--- src/rtl/stack_alu_pkg.sv ---
// Shared opcode/state encodings and helpers for the stack ALU.
// Optional multiplier is enabled by defining STACK_ALU_MUL_EN.
package stack_alu_pkg;

    localparam int unsigned OP_WIDTH = 4;

    typedef enum logic [OP_WIDTH-1:0] {
        OP_ADD = 4'd0,
        OP_SUB = 4'd1,
        OP_AND = 4'd2,
        OP_OR  = 4'd3,
        OP_XOR = 4'd4,
        OP_NOT = 4'd5,
        OP_NEG = 4'd6,
        OP_SHL = 4'd7,
        OP_SHR = 4'd8,
        OP_EQ  = 4'd9,
        OP_LTU = 4'd10,
        OP_MUL = 4'd11
    } op_e;

    typedef enum logic [2:0] {
        IDLE,
        WAIT_A,
        WAIT_B,
        EXEC,
        DONE
    } state_e;

    // Unary ops pop only one operand (A).
    function automatic logic is_unary(input op_e op);
        return (op == OP_NOT) || (op == OP_NEG);
    endfunction

endpackage

--- src/rtl/stack_alu_mul_seq.sv ---
// Shift-add multiplier: one partial product per cycle, DATA_WIDTH cycles.
// done_c_o/product_c_o are combinational and valid in the final iteration
// cycle, so the caller can register the product on the same edge.
module stack_alu_mul_seq #(
    parameter int unsigned DATA_WIDTH = 8
) (
    input  logic                      clk,
    input  logic                      reset,
    input  logic                      start_i,
    input  logic [DATA_WIDTH-1:0]     a_i,
    input  logic [DATA_WIDTH-1:0]     b_i,
    output logic                      done_c_o,
    output logic [2*DATA_WIDTH-1:0]   product_c_o
);

    localparam int unsigned PW = 2 * DATA_WIDTH;
    localparam int unsigned CW = $clog2(DATA_WIDTH);

    logic              busy_q;
    logic [CW-1:0]     cnt_q;
    logic [PW-1:0]     acc_q;
    logic [PW-1:0]     acc_d;
    logic [PW-1:0]     mcand_q;
    logic [DATA_WIDTH-1:0] mplier_q;

    // Accumulate the current partial product.
    always_comb begin
        acc_d = acc_q + (mplier_q[0] ? mcand_q : '0);
    end

    assign done_c_o    = busy_q && (cnt_q == CW'(DATA_WIDTH - 1));
    assign product_c_o = acc_d;

    // Load operands on start, then iterate once per cycle.
    always_ff @(posedge clk) begin
        if (reset) begin
            busy_q   <= 1'b0;
            cnt_q    <= '0;
            acc_q    <= '0;
            mcand_q  <= '0;
            mplier_q <= '0;
        end else if (start_i) begin
            busy_q   <= 1'b1;
            cnt_q    <= '0;
            acc_q    <= '0;
            mcand_q  <= PW'(b_i);
            mplier_q <= a_i;
        end else if (busy_q) begin
            acc_q    <= acc_d;
            mcand_q  <= mcand_q << 1;
            mplier_q <= mplier_q >> 1;
            cnt_q    <= cnt_q + CW'(1);
            if (cnt_q == CW'(DATA_WIDTH - 1)) begin
                busy_q <= 1'b0;
            end
        end
    end

endmodule

--- src/rtl/stack_alu.sv ---
// Stack-machine ALU: pops A (TOS) then B, computes B op A, registers result.
// Define STACK_ALU_MUL_EN to build in the multi-cycle MUL opcode.
module stack_alu
    import stack_alu_pkg::*;
#(
    parameter int unsigned DATA_WIDTH = 8
) (
    input  logic                  clk,
    input  logic                  reset,
    input  logic                  OP_START,
    input  logic [OP_WIDTH-1:0]   OP_CODE,
    input  logic [DATA_WIDTH-1:0] OPERAND_IN,
    input  logic                  OPERAND_VALID,
    output logic [DATA_WIDTH-1:0] ULA_OUT,
    output logic                  ULA_DONE,
    output logic                  ULA_BUSY,
    output logic                  FLAG_ZERO,
    output logic                  FLAG_CARRY,
    output logic                  ERR_OP
);

`ifdef STACK_ALU_MUL_EN
    localparam logic [OP_WIDTH-1:0] LAST_OP = OP_MUL;
`else
    localparam logic [OP_WIDTH-1:0] LAST_OP = OP_LTU;
`endif

    state_e                state_q;
    op_e                   op_q;
    logic [DATA_WIDTH-1:0] a_q;
    logic [DATA_WIDTH-1:0] b_q;
    logic [DATA_WIDTH-1:0] out_q;
    logic                  done_q;
    logic                  zero_q;
    logic                  carry_q;
    logic                  err_q;

    logic [DATA_WIDTH:0]   sum_c;
    logic [DATA_WIDTH-1:0] exec_out_c;
    logic                  exec_carry_c;
    logic                  exec_ready_c;

`ifdef STACK_ALU_MUL_EN
    logic                    mul_start_c;
    logic                    mul_done_c;
    logic [2*DATA_WIDTH-1:0] mul_product_c;

    assign mul_start_c = (state_q == WAIT_B) && OPERAND_VALID && (op_q == OP_MUL);

    stack_alu_mul_seq #(.DATA_WIDTH(DATA_WIDTH)) u_mul (
        .clk         (clk),
        .reset       (reset),
        .start_i     (mul_start_c),
        .a_i         (a_q),
        .b_i         (OPERAND_IN),
        .done_c_o    (mul_done_c),
        .product_c_o (mul_product_c)
    );
`endif

    // Result and carry for the latched opcode; MUL overrides when built in.
    always_comb begin
        sum_c        = {1'b0, b_q} + {1'b0, a_q};
        exec_out_c   = '0;
        exec_carry_c = 1'b0;
        exec_ready_c = 1'b1;
        case (op_q)
            OP_ADD: begin
                exec_out_c   = sum_c[DATA_WIDTH-1:0];
                exec_carry_c = sum_c[DATA_WIDTH];
            end
            OP_SUB: begin
                exec_out_c   = b_q - a_q;
                exec_carry_c = (b_q < a_q);
            end
            OP_AND: exec_out_c = b_q & a_q;
            OP_OR:  exec_out_c = b_q | a_q;
            OP_XOR: exec_out_c = b_q ^ a_q;
            OP_NOT: exec_out_c = ~a_q;
            OP_NEG: exec_out_c = '0 - a_q;
            OP_SHL: exec_out_c = (32'(a_q) >= DATA_WIDTH) ? '0 : (b_q << a_q);
            OP_SHR: exec_out_c = (32'(a_q) >= DATA_WIDTH) ? '0 : (b_q >> a_q);
            OP_EQ:  exec_out_c = DATA_WIDTH'(b_q == a_q);
            OP_LTU: exec_out_c = DATA_WIDTH'(b_q < a_q);
            default: exec_out_c = '0;
        endcase
`ifdef STACK_ALU_MUL_EN
        if (op_q == OP_MUL) begin
            exec_out_c   = mul_product_c[DATA_WIDTH-1:0];
            exec_carry_c = |mul_product_c[2*DATA_WIDTH-1:DATA_WIDTH];
            exec_ready_c = mul_done_c;
        end
`endif
    end

    // Control FSM with registered result, flags and done pulse.
    always_ff @(posedge clk) begin
        if (reset) begin
            state_q <= IDLE;
            op_q    <= OP_ADD;
            a_q     <= '0;
            b_q     <= '0;
            out_q   <= '0;
            done_q  <= 1'b0;
            zero_q  <= 1'b0;
            carry_q <= 1'b0;
            err_q   <= 1'b0;
        end else begin
            done_q <= 1'b0;
            case (state_q)
                IDLE: begin
                    if (OP_START) begin
                        if (OP_CODE <= LAST_OP) begin
                            op_q    <= op_e'(OP_CODE);
                            err_q   <= 1'b0;
                            state_q <= WAIT_A;
                        end else begin
                            out_q   <= '0;
                            zero_q  <= 1'b1;
                            carry_q <= 1'b0;
                            err_q   <= 1'b1;
                            done_q  <= 1'b1;
                            state_q <= DONE;
                        end
                    end
                end
                WAIT_A: begin
                    if (OPERAND_VALID) begin
                        a_q     <= OPERAND_IN;
                        state_q <= is_unary(op_q) ? EXEC : WAIT_B;
                    end
                end
                WAIT_B: begin
                    if (OPERAND_VALID) begin
                        b_q     <= OPERAND_IN;
                        state_q <= EXEC;
                    end
                end
                EXEC: begin
                    if (exec_ready_c) begin
                        out_q   <= exec_out_c;
                        zero_q  <= (exec_out_c == '0);
                        carry_q <= exec_carry_c;
                        done_q  <= 1'b1;
                        state_q <= DONE;
                    end
                end
                DONE:    state_q <= IDLE;
                default: state_q <= IDLE;
            endcase
        end
    end

    assign ULA_OUT    = out_q;
    assign ULA_DONE   = done_q;
    assign ULA_BUSY   = (state_q != IDLE);
    assign FLAG_ZERO  = zero_q;
    assign FLAG_CARRY = carry_q;
    assign ERR_OP     = err_q;

endmodule

--- config.mk ---
export PLATFORM = sky130hd
export DESIGN_NAME = stack_alu
export DESIGN_NICKNAME = d
export VERILOG_FILES = /design/src/rtl/stack_alu_pkg.sv /design/src/rtl/stack_alu_mul_seq.sv /design/src/rtl/stack_alu.sv
export SDC_FILE = /design/constraint.sdc
export NUM_CORES = 1
export LEC_CHECK = 0
export CAP_MARGIN = 20
export CORE_MARGIN = 10
export CORE_UTILIZATION = 60
export DETAILED_ROUTE_END_ITERATION = 10
export PLACE_DENSITY_LB_ADDON = 0.08
export SLEW_MARGIN = 20
export SYNTH_ARGS = -nofsm -noshare
export SYNTH_HDL_FRONTEND = slang
export SYNTH_SLANG_ARGS = --single-unit
export TNS_END_PERCENT = 50
--- constraint.sdc ---
create_clock -name clk -period 2.9 [get_ports clk]
set_input_delay 0.29 -clock clk [delete_from_list [all_inputs] [get_ports clk]]
set_output_delay 0.29 -clock clk [all_outputs]
set_load 0.02 [all_outputs]
==> metrics.txt <==
outcome completed; uppermost layer routed met4; antenna cell count 0; Post-Synthesis Cells 448; hold path startpoint ULA_OUT[2]; CTS root buffer clkbuf_8; area leader, netlist dfxtp_1; post-synthesis compound-gate area fraction 23.43%; Hold Path End ULA_OUT[2]; WL met2 a little under 5000 um; post-route ant nets 0; R2R cell count 10; Hold Path Class reg -> reg; most frequent cell after synthesis nor2_1; 1st-iter DRT viols between 300 and 400; routed length per placed instance approximately 20 um; Clock Sinks 35; total global-route track usage between 20% and 30%; P&R area growth vs syn 15.13%; total CTS buffers 5; I/O pins 29; Post-synth ARST share 0%; largest net degree at the start of global routing 27; fmax 0.3636 GHz; Clk Latency, worst-skew pair just under 300 ps; fin crit share 94.85%; WL met1 4996 um; Critical Path RT 3090 ps; adder-cell area share of the yosys netlist 10.27%; Reg2Reg Setup Slack approximately 150 ps; CP max stage delay 460 ps; crit path DAT 2940 ps; crit-path cells inv_1, ha_1, inv_1, fa_1, mux4_2, o21ai_1, o211ai_1, a211oi_1, nand3_1, o32ai_1; remaining global-route overflow 0; global-route wire length before repair 18290 um; ys flop type dfxtp_1; post-synthesis mux area share 8.234%; setup violators final 0; MaxCap Viol Count 0; most frequent CP cell inv_1; FP Rows 27; RSZ-0062 raised after global routing no; simple-gate share of the synthesized area 26.00%; critical path fanouts, max 7; share of layout cells above drive strength 1 15.15%; core utilization of the finished layout 72.57%; Worst slew margin 54.57%; Clock Tree Buf Depth 2; Initial Util around 63%; sequential area share after synthesis 19.70%; Crit-path slowest cell mux4_2; Final GP Congestion 1.039; DRC viols 0; initial antenna violation count 0; VDD IR-drop max approximately 290 uV; PortBufs 28; Synth Area in XOR/XNOR 2.463%; Post-synth EDFFs 0; Post-CTS Setup Bufs 0; Worst setup EP type register; post-synth top area share 19.70%; Synthesized Nets 492; worst setup path class reg -> reg; Final Max Slew Viols 0; clk slew on worst S/H paths ~70 ps; r2r endpoint FLAG_ZERO; Final WS setup 149.5 ps; Worst Tran Pin Value just under 700 ps; Nets 539; Detailed Route WL 11440 um; Post-synth top cells nor2_1 (62), a21oi_1 (38), dfxtp_1 (35), nand2_1 (35), ha_1 (26); vias in the first global route 3436; Leak 1.538 nW; fin crit period 2751 ps; CTS tree built; Final HPWL DP 8937 um; Netlist cell types 76; crit path launch type register; largest family of logic cells by synthesized area simple AND/OR/NAND/NOR gates; PD cells 347.2 nW/um2; hold slack 464.7 ps; Synth Area per Inst 7.937 um2; die area ~9400 um2; Worst Skew 4.750 ps; die height 96.99 um; drt first pass iters 5; Core Footprint 5642 um2; synth top area cells dfxtp_1 (20%), ha_1 (9.1%), nor2_1 (6.5%), a21oi_1 (5.3%), nand2_1 (3.7%); reg2reg start b_q[0]; Pwr Total 1.421 mW; Via density 6.503; worst hold stages 2; routed vias around 3700; met3 WL post-DR 1182 um; die width 96.99 um; H-tree levels 2; Synth Cell Area about 3600 um2; Final Hold Violating Endpoints 0; setup TNS 0 ps; synthesized flop and latch total 35; Worst Setup Slack post-DPL 54.09 ps; synth warn 0
[through the flow]
stage	instance area, um2	std cells
6_report	4094	567
5_1_grt	4094	567
4_1_cts	4073	567
3_5_place_dp	3990	560
3_3_place_gp	3990	560
2_1_floorplan	3556	448
[cell usage in the layout (no fill, tap or decap), types with 5 or more instances in the layout]
cell type / netlist / routed
a21o_1: 5 / 5
nand2_1: 35 / 35
nor3b_1: 6 / 6
a211oi_1: 12 / 11
o21ai_0: 10 / 9
nor2b_1: 8 / 8
nor4_1: 7 / 7
mux2_2: 5 / 5
inv_1: 25 / 25
xnor2_1: 9 / 9
dfxtp_1: 35 / 34
a21oi_1: 38 / 38
ha_1: 26 / 25
clkbuf_8: 8 / 5
nor2_1: 62 / 62
a2bb2oi_1: 9 / 9
nand3_1: 11 / 11
nand2b_1: 9 / 9
clkdlybuf4s50_1: 0 / 28
buf_4: 3 / 42
mux2i_1: 12 / 12
nor3_1: 12 / 11
[where the power goes]
part / switching [mW] / total [mW] / leakage (nW) / internal, mW
Clock: 0.185 / 0.350 / 0.0440 / 0.164
Combinational: 0.308 / 0.543 / 1.21 / 0.235
Sequential: 0.0264 / 0.529 / 0.284 / 0.502
Total: 0.520 / 1.42 / 1.54 / 0.901
[critical path: cells and delay by family (launching register included)]
kind	cells	cell delay, ps
AO/OA/AOI/OAI	4	920
adder cells (fa/ha/maj)	2	610
multiplexers	1	460
flip-flops	1	390
buffers and inverters	2	180
AND/OR/NAND/NOR	1	100
[layer usage]
layer / vias up / global-route usage [%]
li1: 1725 / -
met1: 1673 / 32.29
met3: 51 / 4.400
met2: 238 / 33.69
met4: 0 / 9.132
met5: - / 0
[state kept, by name, summed over array words and instances (netlist names)]
name,count
ULA_OUT,8
a_q,8
b_q,8
op_q,4
state_q,3
ERR_OP,1
FLAG_CARRY,1
FLAG_ZERO,1
ULA_DONE,1
[worst max-delay path by stage]
stage               depth (start not counted)        end    from
floorplan                                  10  FLAG_ZERO  a_q[2]
global placement                           10  FLAG_ZERO  b_q[0]
detailed placement                         10  FLAG_ZERO  b_q[0]
CTS                                        10  FLAG_ZERO  b_q[0]
global route                                9  FLAG_ZERO  a_q[0]
finish                                     10  FLAG_ZERO  b_q[0]
[kinds of logic after synthesis]
family                     after synthesis
AOI/OAI and AO/OA                      119
buffers and inverters                   55
DFF                                     35
muxes                                   22
xor gates and xnor gates                10
and+or+nand+nor                        179
adders and majority gates               28
[what timing repair did]
item | in CTS | in global routing
resized for setup | 0 | 8
hold endpoints to repair | 0 | 0
hold buffers | 0 | 0
setup endpoints to repair | 0 | 2
[area by class of cell]
cell class / count / area [um2]
repair buffers: 70 / 595.6
inverters: 25 / 93.84
clock buffers: 5 / 68.82
clock inverters: 2 / 13.76
flip-flops and latches: 35 / 701.9
well taps: 72 / 90.09
fillers: 470 / 1548
multi-input cells: 358 / 2530
No activity file was read; power rests on OpenSTA's default activity.
==> RTL edit (config.mk and constraints unchanged) <==
Register the inputs `OP_START` and `OP_CODE` before use. The logic sees them one clock later. The other inputs are not delayed to match.
--- a/src/rtl/stack_alu.sv
+++ b/src/rtl/stack_alu.sv
@@ -19,4 +19,12 @@
     output logic                  ERR_OP
 );
+
+    logic OP_START_q;
+    logic [OP_WIDTH-1:0] OP_CODE_q;
+
+    always_ff @(posedge clk) begin
+        OP_START_q <= OP_START;
+        OP_CODE_q  <= OP_CODE;
+    end
 
 `ifdef STACK_ALU_MUL_EN
@@ -110,7 +118,7 @@
             case (state_q)
                 IDLE: begin
-                    if (OP_START) begin
-                        if (OP_CODE <= LAST_OP) begin
-                            op_q    <= op_e'(OP_CODE);
+                    if (OP_START_q) begin
+                        if (OP_CODE_q <= LAST_OP) begin
+                            op_q    <= op_e'(OP_CODE_q);
                             err_q   <= 1'b0;
                             state_q <= WAIT_A;
Behaviour: not the same (a bounded check fails within 4 cycles, from zero or initial values and one cycle with reset high).
==> RTL edit against the unedited design <==
- wire length decreased by 2.9%
- synthesized cell count unchanged
- clock skew increased by 3.1 ps
- sequential cell count increased by 5
- final area increased by 2.1%
- worst setup slack improved by 2.9 ps
- power increased by 13%
- synthesized area decreased by 2.0%
- global-route usage increased by 1.6 points
==> RTL edit: results (changes against the unedited design) <==
Run status
The flow ran to the end, and the final reports show no timing, DRC or antenna violations.

Final layout
The non-clock buffering overhead in the final layout is 0.144 (-0.00117). The number of sequential cells in the layout is 40 (+14%). The area occupied by registers is 801 um^2 (+14%). The final instance area came to 0.00418 mm^2 (+2.1%). The number of inverters outside the clock class in the layout is 27 (+8.0%).

The layout cell share with drive strength beyond 1 is 0.134 (-0.0175). The area of the multi-input gates is 0.00247 mm^2 (-2.4%). The number of nets in the finished design was 543 (+0.74%). The fraction of area in clock buffers and inverters came to 0.0275 (+0.00737). The count of buffers not belonging to the clock network in the layout is 71 (+1.4%). The filler cell count in the final layout is 460 (-2.1%).

Yosys
The sequential-to-total area share from yosys stat is 0.230 (+0.0328). Sorting the synthesized cells by how often they occur yields nor2_1, a21oi_1, dfxtp_1. The distinct cell type count after synthesis came to 71 (-6.6%). The synthesized-area fraction occupied by adder cells is 0.105 (+0.00210). The compound-cell area share of the yosys netlist was 0.246 (+0.0113).

Yosys attributes the largest share of cell area to dfxtp_1, ha_1, nor2_1, a21oi_1, mux2i_1. The average size of a mapped cell is 7.78 um^2 (-2.0%). The XOR/XNOR share of the synthesized area is 0.0302 (+0.00553).

Pwr
The proportion of total power due to net switching is 0.341 (-0.0250). The peak supply drop is 0.321 mV (+9.0%).

Setup path
The worst path arrival time came to 2950 ps (about the same).

Global route
The global-route wire length before repair is 18000 um (-1.8%). The largest net degree at the start of global routing is 34 (+26%).

STA
The setup skew after layout came to 7.88 ps (+3.13 ps). The worst slew margin relative to its limit came to 0.418 (-0.128).

Route
The number of DRC markers after the initial detailed-route iteration was 504 (+61%).

Hold path
The start point of the worst min-delay path is OP_CODE[1]. The tightest min-delay check is of the in2reg type.

Placed design
The number of cells after detailed placement is 564 (+0.71%). The post-placement setup slack is 114 ps (+59.8 ps).
[RTL edit: cell count changes in the layout (fill, tap and decap cells not counted), sizes merged, moves of 6 or more]
cell,delta
a211oi,-9
a2bb2oi,-8
and3,+6
nand2,-10
nor2b,+8
nor4,-6
o21ai,+9
[RTL edit: critical path, cell delays in order (launching register included)]
cell       delay [ps]
dfxtp_1           400
inv_1             140
ha_1              230
inv_1              70
fa_1              200
nor2b_2           190
o2111ai_1         180
a21oi_1           180
o21ai_1           120
a211o_1           330
or3_1             400
o32ai_2           210
[RTL edit: path summary, 6_finish.rpt]
check	slack, ps	to	depth (start not counted)
setup / recovery	150	FLAG_ZERO$_SDFFE_PP0P_	11
hold / removal	430	OP_CODE_q[1]$_DFF_P_	1
setup reg to reg	150	FLAG_ZERO$_SDFFE_PP0P_	11
hold reg to reg	460	ULA_OUT[7]$_SDFFE_PP0P_	2
[RTL edit: layer usage]
layer,wire length (um),track usage,up-vias
met2,4990,0.402,225
met4,382,0.0909,0
met1,4540,0.297,1684
met3,1190,0.0794,41
li1,-,-,1719
met5,0,0,-
[RTL edit: what timing repair did]
action / CTS / global route
resized for setup: 0 / 3
hold buffers: 0 / 0
setup endpoints to repair: 0 / 1
[RTL edit: power by group through the flow]
stage                     Sequential [W]  Clock [W]  Combinational [W]
after floorplan                 0.000619          0           0.000323
after global placement          0.000622          0           0.000502
after detailed placement        0.000624          0           0.000505
after CTS                       0.000612   0.000482           0.000510
after global routing            0.000618   0.000503           0.000566
final                           0.000613   0.000473           0.000526
[RTL edit: logic make-up after synthesis]
family | count (synthesis)
muxes | 23
buffers and inverters | 54
xor gates and xnor gates | 12
DFF | 40
adders and majority gates | 28
and+or+nand+nor | 165
AOI/OAI and AO/OA | 126
